### config.mk
export PLATFORM = sky130hd
export DESIGN_NAME = multicycle_ctrl
export DESIGN_NICKNAME = d
export VERILOG_FILES = /design/src/rtl/multicycle_ctrl.sv
export SDC_FILE = /design/constraint.sdc
export NUM_CORES = 1
export LEC_CHECK = 0
export CAP_MARGIN = 20
export CORE_MARGIN = 2
export CORE_UTILIZATION = 30
export CTS_BUF_LIST = sky130_fd_sc_hd__clkbuf_8 sky130_fd_sc_hd__clkbuf_16
export CTS_CLUSTER_SIZE = 25
export DETAILED_ROUTE_END_ITERATION = 10
export SETUP_SLACK_MARGIN = 0.4
export SLEW_MARGIN = 15
export SYNTH_ARGS = -nofsm -noshare
export SYNTH_HDL_FRONTEND = slang
export SYNTH_SLANG_ARGS = --single-unit
export TNS_END_PERCENT = 10
### constraint.sdc
create_clock -name clk_i -period 4.5 [get_ports clk_i]
set_clock_uncertainty 0.2 [all_clocks]
set_input_delay 1.35 -clock clk_i [delete_from_list [all_inputs] [get_ports clk_i]]
set_output_delay 1.35 -clock clk_i [all_outputs]
set_load 0.005 [all_outputs]
### src/rtl/multicycle_ctrl.sv
// rtl/multicycle_ctrl.sv - multi-cycle RV32I main control FSM with retired-instruction counter
// Define MULTICYCLE_TRAP_EN to turn illegal opcodes into a sticky TRAP state.
module multicycle_ctrl #(
   parameter int CNT_W = 32
) (
   input  logic             clk_i,
   input  logic             rst_i,
   input  logic [6:0]       opcode_i,
   input  logic             zero_i,
   input  logic             mem_ready_i,
   output logic             mem_read_o,
   output logic             mem_write_o,
   output logic             iord_o,
   output logic             ir_write_o,
   output logic             pc_write_o,
   output logic             pc_src_o,
   output logic [1:0]       alu_src_a_o,
   output logic [1:0]       alu_src_b_o,
   output logic [1:0]       alu_op_o,
   output logic             reg_write_o,
   output logic [1:0]       mem_to_reg_o,
   output logic [3:0]       state_o,
   output logic [CNT_W-1:0] retired_o,
   output logic             trap_o
);

   localparam logic [3:0] S_FETCH     = 4'd0;
   localparam logic [3:0] S_DECODE    = 4'd1;
   localparam logic [3:0] S_MEM_ADDR  = 4'd2;
   localparam logic [3:0] S_MEM_READ  = 4'd3;
   localparam logic [3:0] S_MEM_WB    = 4'd4;
   localparam logic [3:0] S_MEM_WRITE = 4'd5;
   localparam logic [3:0] S_EXEC_R    = 4'd6;
   localparam logic [3:0] S_EXEC_I    = 4'd7;
   localparam logic [3:0] S_ALU_WB    = 4'd8;
   localparam logic [3:0] S_BRANCH    = 4'd9;
   localparam logic [3:0] S_JAL       = 4'd10;
   localparam logic [3:0] S_TRAP      = 4'd11;

   localparam logic [6:0] OP_LOAD   = 7'b0000011;
   localparam logic [6:0] OP_STORE  = 7'b0100011;
   localparam logic [6:0] OP_R      = 7'b0110011;
   localparam logic [6:0] OP_I      = 7'b0010011;
   localparam logic [6:0] OP_BRANCH = 7'b1100011;
   localparam logic [6:0] OP_JAL    = 7'b1101111;

   logic [3:0]       state;
   logic [3:0]       state_nxt;
   logic             retire;
   logic [CNT_W-1:0] retired;

   always_comb begin
      state_nxt = S_FETCH;
      retire    = 1'b0;
      case (state)
         S_FETCH:     state_nxt = mem_ready_i ? S_DECODE : S_FETCH;
         S_DECODE: begin
            case (opcode_i)
               OP_LOAD, OP_STORE: state_nxt = S_MEM_ADDR;
               OP_R:              state_nxt = S_EXEC_R;
               OP_I:              state_nxt = S_EXEC_I;
               OP_BRANCH:         state_nxt = S_BRANCH;
               OP_JAL:            state_nxt = S_JAL;
`ifdef MULTICYCLE_TRAP_EN
               default:           state_nxt = S_TRAP;
`else
               default:           state_nxt = S_FETCH;
`endif
            endcase
         end
         S_MEM_ADDR:  state_nxt = (opcode_i == OP_LOAD) ? S_MEM_READ : S_MEM_WRITE;
         S_MEM_READ:  state_nxt = mem_ready_i ? S_MEM_WB : S_MEM_READ;
         S_MEM_WRITE: begin
            state_nxt = mem_ready_i ? S_FETCH : S_MEM_WRITE;
            retire    = mem_ready_i;
         end
         S_EXEC_R, S_EXEC_I: state_nxt = S_ALU_WB;
         S_MEM_WB, S_ALU_WB, S_BRANCH, S_JAL: begin
            state_nxt = S_FETCH;
            retire    = 1'b1;
         end
`ifdef MULTICYCLE_TRAP_EN
         S_TRAP:      state_nxt = S_TRAP;
`endif
         default:     state_nxt = S_FETCH;
      endcase
   end

   always_ff @(posedge clk_i or posedge rst_i) begin
      if (rst_i) begin
         state   <= S_FETCH;
         retired <= '0;
      end else begin
         state <= state_nxt;
         if (retire)
            retired <= retired + CNT_W'(1);
      end
   end

   // Outputs are gated by rst_i so a reset mid-access drops requests without waiting for a clock.
   always_comb begin
      mem_read_o   = 1'b0;
      mem_write_o  = 1'b0;
      iord_o       = 1'b0;
      ir_write_o   = 1'b0;
      pc_write_o   = 1'b0;
      pc_src_o     = 1'b0;
      alu_src_a_o  = 2'b00;
      alu_src_b_o  = 2'b00;
      alu_op_o     = 2'b00;
      reg_write_o  = 1'b0;
      mem_to_reg_o = 2'b00;
      if (!rst_i) begin
         case (state)
            S_FETCH: begin
               mem_read_o  = 1'b1;
               alu_src_b_o = 2'b01;
               ir_write_o  = mem_ready_i;
               pc_write_o  = mem_ready_i;
            end
            S_DECODE: begin
               alu_src_a_o = 2'b10;
               alu_src_b_o = 2'b10;
            end
            S_MEM_ADDR: begin
               alu_src_a_o = 2'b01;
               alu_src_b_o = 2'b10;
            end
            S_MEM_READ: begin
               mem_read_o = 1'b1;
               iord_o     = 1'b1;
            end
            S_MEM_WB: begin
               reg_write_o  = 1'b1;
               mem_to_reg_o = 2'b01;
            end
            S_MEM_WRITE: begin
               mem_write_o = 1'b1;
               iord_o      = 1'b1;
            end
            S_EXEC_R: begin
               alu_src_a_o = 2'b01;
               alu_op_o    = 2'b10;
            end
            S_EXEC_I: begin
               alu_src_a_o = 2'b01;
               alu_src_b_o = 2'b10;
               alu_op_o    = 2'b10;
            end
            S_ALU_WB:    reg_write_o = 1'b1;
            S_BRANCH: begin
               alu_src_a_o = 2'b01;
               alu_op_o    = 2'b01;
               pc_src_o    = 1'b1;
               pc_write_o  = zero_i;
            end
            S_JAL: begin
               reg_write_o  = 1'b1;
               mem_to_reg_o = 2'b10;
               pc_write_o   = 1'b1;
               pc_src_o     = 1'b1;
            end
            default: ;
         endcase
      end
   end

`ifdef MULTICYCLE_TRAP_EN
   assign trap_o = (state == S_TRAP) && !rst_i;
`else
   assign trap_o = 1'b0;
`endif

   assign state_o   = state;
   assign retired_o = retired;

endmodule

==> flow_summary_export.csv <==
group,metric,value,unit
cells_and_area,final_net_count,286,
timing,slew_violations,0,
clock_tree,path_clk_slew,0.08,ns
power_and_ir_drop,p_leak,0.001204,uW
timing,fin_ws,0.3529,ns
worst_setup_path,startpoint_type,"input pin",
worst_setup_path,crit_path_end_kind,"primary output",
placed_design,hpwl,3430,um
power_and_ir_drop,vdd_ir_drop_max,0.1271,mV
synth,synthMuxAreaShare,1.076,%
cells_and_area,stdcell_count,352,
synth,synth_top_area_cell,"dfrtp_1",
drt,avgRoutedWirePerCell,13.10,um
power_and_ir_drop,p_clk_share,37.5,%
power_and_ir_drop,pwr-share-comb,14.3,%
power_and_ir_drop,total_power,750.0,uW
placed_design,dp_cells,344,
drt,firstDrtPassIters,4,
synth,synth_edf_count,0,
floorplanning,die_area,7255,um^2
timing,period_minus_slack,4.147,ns
drt,route.met2.wl,2176,um
synth,yosys_warnings,0,
cells_and_area,fill_cells,603,
drt,met3_length,174,um
worst_hold_path,min-delay-start,"retired_o[31]",
power_and_ir_drop,cellPowerDensity,267.1,nW/um^2
floorplanning,ios,63,
clock_tree,cts_inserted_buffers,5,
synth,synth_seq_cells,36,
timing,maxSlewHeadroom,53.99,%
clock_tree,cts_tree,"done",
clock_tree,htree_levels,2,
timing,max_freq,0.2411,GHz
power_and_ir_drop,p_sw,185.7,uW
drt,first_iter_violations,60,
global_routing,gr-total-overflow,0,
timing,worst_slew_pin_slew,0.6895,ns
synth,synth_area_leaders,"dfrtp_1 (46%), xnor2_1 (9.7%), xor2_1 (4.9%)",
floorplanning,rows,29,
synth,synth_fa_ha_area_share,0.6329,%
worst_setup_path,regToRegStartpoint,"state_o[2]",
clock_tree,clock-sinks,36,
clock_tree,insertion_delay,0.29,ns
timing,setup-tns-final,0,ns
synth,ys.flop_type,"dfrtp_1",
floorplanning,die_w,85.18,um
synth,synthDistinctLibCells,39,
synth,synthArstFlopShare,100.0,%
timing,holdWs,0.2728,ns
worst_setup_path,critical_path_arrival,2.60,ns
power_and_ir_drop,p_sw_share,24.76,%
clock_tree,clock_path_buffers,2,
clock_tree,clock-root-buffer,"clkbuf_8",
worst_setup_path,startpoint,"rst_i",
synth,synth_compound_area_share,7.278,%
placed_design,routabilityCongestion,0.7581,
worst_setup_path,worst-path-max-fanout,6,
power_and_ir_drop,p_int,564.3,uW
worst_setup_path,path_cells,"dlygate4sd2_1 > buf_4 > nor4_2 > clkdlybuf4s50_1",
global_routing,antenna_found_initial,0,
cells_and_area,final_layout_size_suffix_gt1_share,8.000,%
power_and_ir_drop,seqPwrFrac,48.3,%
worst_hold_path,min_path_type,"reg2reg",
floorplanning,core-area,6350,um^2
global_routing,grt_pass1_vias,1549,
global_routing,grt_max_degree,24,
worst_setup_path,worst-setup-path-type,"in2out",
drt,wl_met1,2230,um
drt,ant_nets,0,
cells_and_area,syn_to_final_growth,42.03,%
synth,synth_area,1977,um^2
drt,drc,0,
timing,final_hold_viol_count,0,
floorplanning,start_util,31.13,%
worst_setup_path,slowest_stage,"clkdlybuf4s50_1",
floorplanning,die_y,85.18,um
synth,synth-simple-area-share,28.10,%
placed_design,dp_slack,0.1047,ns
synth,synth_top_family_by_area,"simple AND/OR/NAND/NOR gates",
run,cap_violations,0,
timing,finalSetupViolations,0,
timing,rsz0062_at_grt,"yes",
cells_and_area,num_antenna_cells,0,
synth,postSynthCellCount,209,
drt,vias,1753,
drt,vias_per_cell,4.980,
worst_setup_path,required,2.95,ns
timing,fin_crit_sh,92.16,%
clock_tree,cts_setup_buffers,0,
synth,synth_xor_area_share,14.62,%
drt,dr.max_layer_used,"met4",
synth,yosys.area.top_type_share,45.57,%
status,status,"completed",
global_routing,groute.usage.overall,12.73,%
synth,ys_top_cells_by_count,"dfrtp_1 (36), xnor2_1 (22), nand2_1 (20)",
synth,syn_nets,221,
synth,syn_avg_cell_area,9.459,um^2
global_routing,grt_pass1_wl,7521,um
placed_design,io_buffers,61,
synth,yosysSeqAreaShare,45.57,%
worst_setup_path,cpPeakStageDelay,0.54,ns
synth,synth_most_common_cell,"dfrtp_1",
drt,drt-total-wl,4611,um
layout by cell type, fill, tap and decap left out, types with 2 or more instances in the layout:
cell type        count
a21oi_1              7
and2_1               2
and3_1               3
and4_1               2
buf_4                5
clkbuf_8             5
clkdlybuf4s50_1     56
dfrtp_1             36
dlygate4sd2_1        4
inv_1                4
nand2_1             20
nand2b_1             5
nand3_1             10
nand4_1              7
nor2_1              17
nor2b_1              4
nor3_1              13
nor3b_1              5
nor4_1               3
nor4_2               2
o211ai_1             2
o21ai_0              5
o31ai_1              2
or2_2                3
or4_1                2
xnor2_1             22
xor2_1              11
critical path: cells and delay by family:
kind,cells,cell delay (ns)
buffers and inverters,3,1.01
AND/OR/NAND/NOR,1,0.24
routing by layer:
| metal | GRT usage (%) | up-vias |
|---|---|---|
| li1 | - | 862 |
| met1 | 18.05 | 850 |
| met2 | 19.39 | 36 |
| met3 | 2.432 | 5 |
| met4 | 4.618 | 0 |
| met5 | 0 | - |
per-stage QoR:
| step | area (um^2) | util [%] |
|---|---|---|
| after detailed placement | 2686 | 42.31 |
| after floorplan | 1977 | - |
| after CTS | 2799 | 44.08 |
| final | 2808 | 44.22 |
| after global placement | 2686 | 42.31 |
| after global routing | 2808 | 44.22 |
power groups by stage:
stage / registers (uW) / logic, uW / clock network, uW
2_1_floorplan: 361 / 50.2 / 0
5_1_grt: 365 / 118 / 303
3_5_place_dp: 368 / 109 / 0
6_report: 362 / 107 / 281
3_3_place_gp: 368 / 107 / 0
4_1_cts: 362 / 109 / 290
logic make-up (layout without fill, tap and decap cells):
| family | count (synthesis) | in the layout |
|---|---|---|
| AO/OA/AOI/OAI | 22 | 22 |
| flip-flops | 36 | 36 |
| AND/OR/NAND/NOR | 102 | 102 |
| adder cells (fa/ha/maj) | 1 | 1 |
| multiplexers | 2 | 2 |
| buffers and inverters | 12 | 78 |
| XOR/XNOR | 33 | 33 |
| other | 1 | 1 |
worst paths after layout:
check                                  end  slack [ns]  cells after the start
max reg2reg                  retired_o[26]        2.01                      5
min reg2reg                  retired_o[31]        0.27                      1
max                        mem_to_reg_o[0]        0.35                      4
min                          retired_o[31]        0.27                      1
min in group asynchronous       state_o[0]        1.25                      3
max in group asynchronous     retired_o[1]        2.16                      4
repair_timing:
action | in CTS | in global routing
hold buffers | 0 | 0
setup endpoints to repair | 15 | 8
gates resized for setup | 5 | 2
area by class of cell:
type | count | area [um^2] | area share (%)
clock inverter | 3 | 42.54 | 1.515
timing repair buffer | 66 | 645.6 | 22.99
multi-input combinational | 161 | 1039 | 36.99
sequential | 36 | 900.9 | 32.09
tap | 77 | 96.34 | 3.431
inverter | 4 | 15.01 | 0.5348
clock buffer | 5 | 68.82 | 2.451
state kept, by name (all words and copies together) (netlist names):
signal,flops
state_o,4
retired_o,32
No activity file was read; power rests on OpenSTA's default activity.
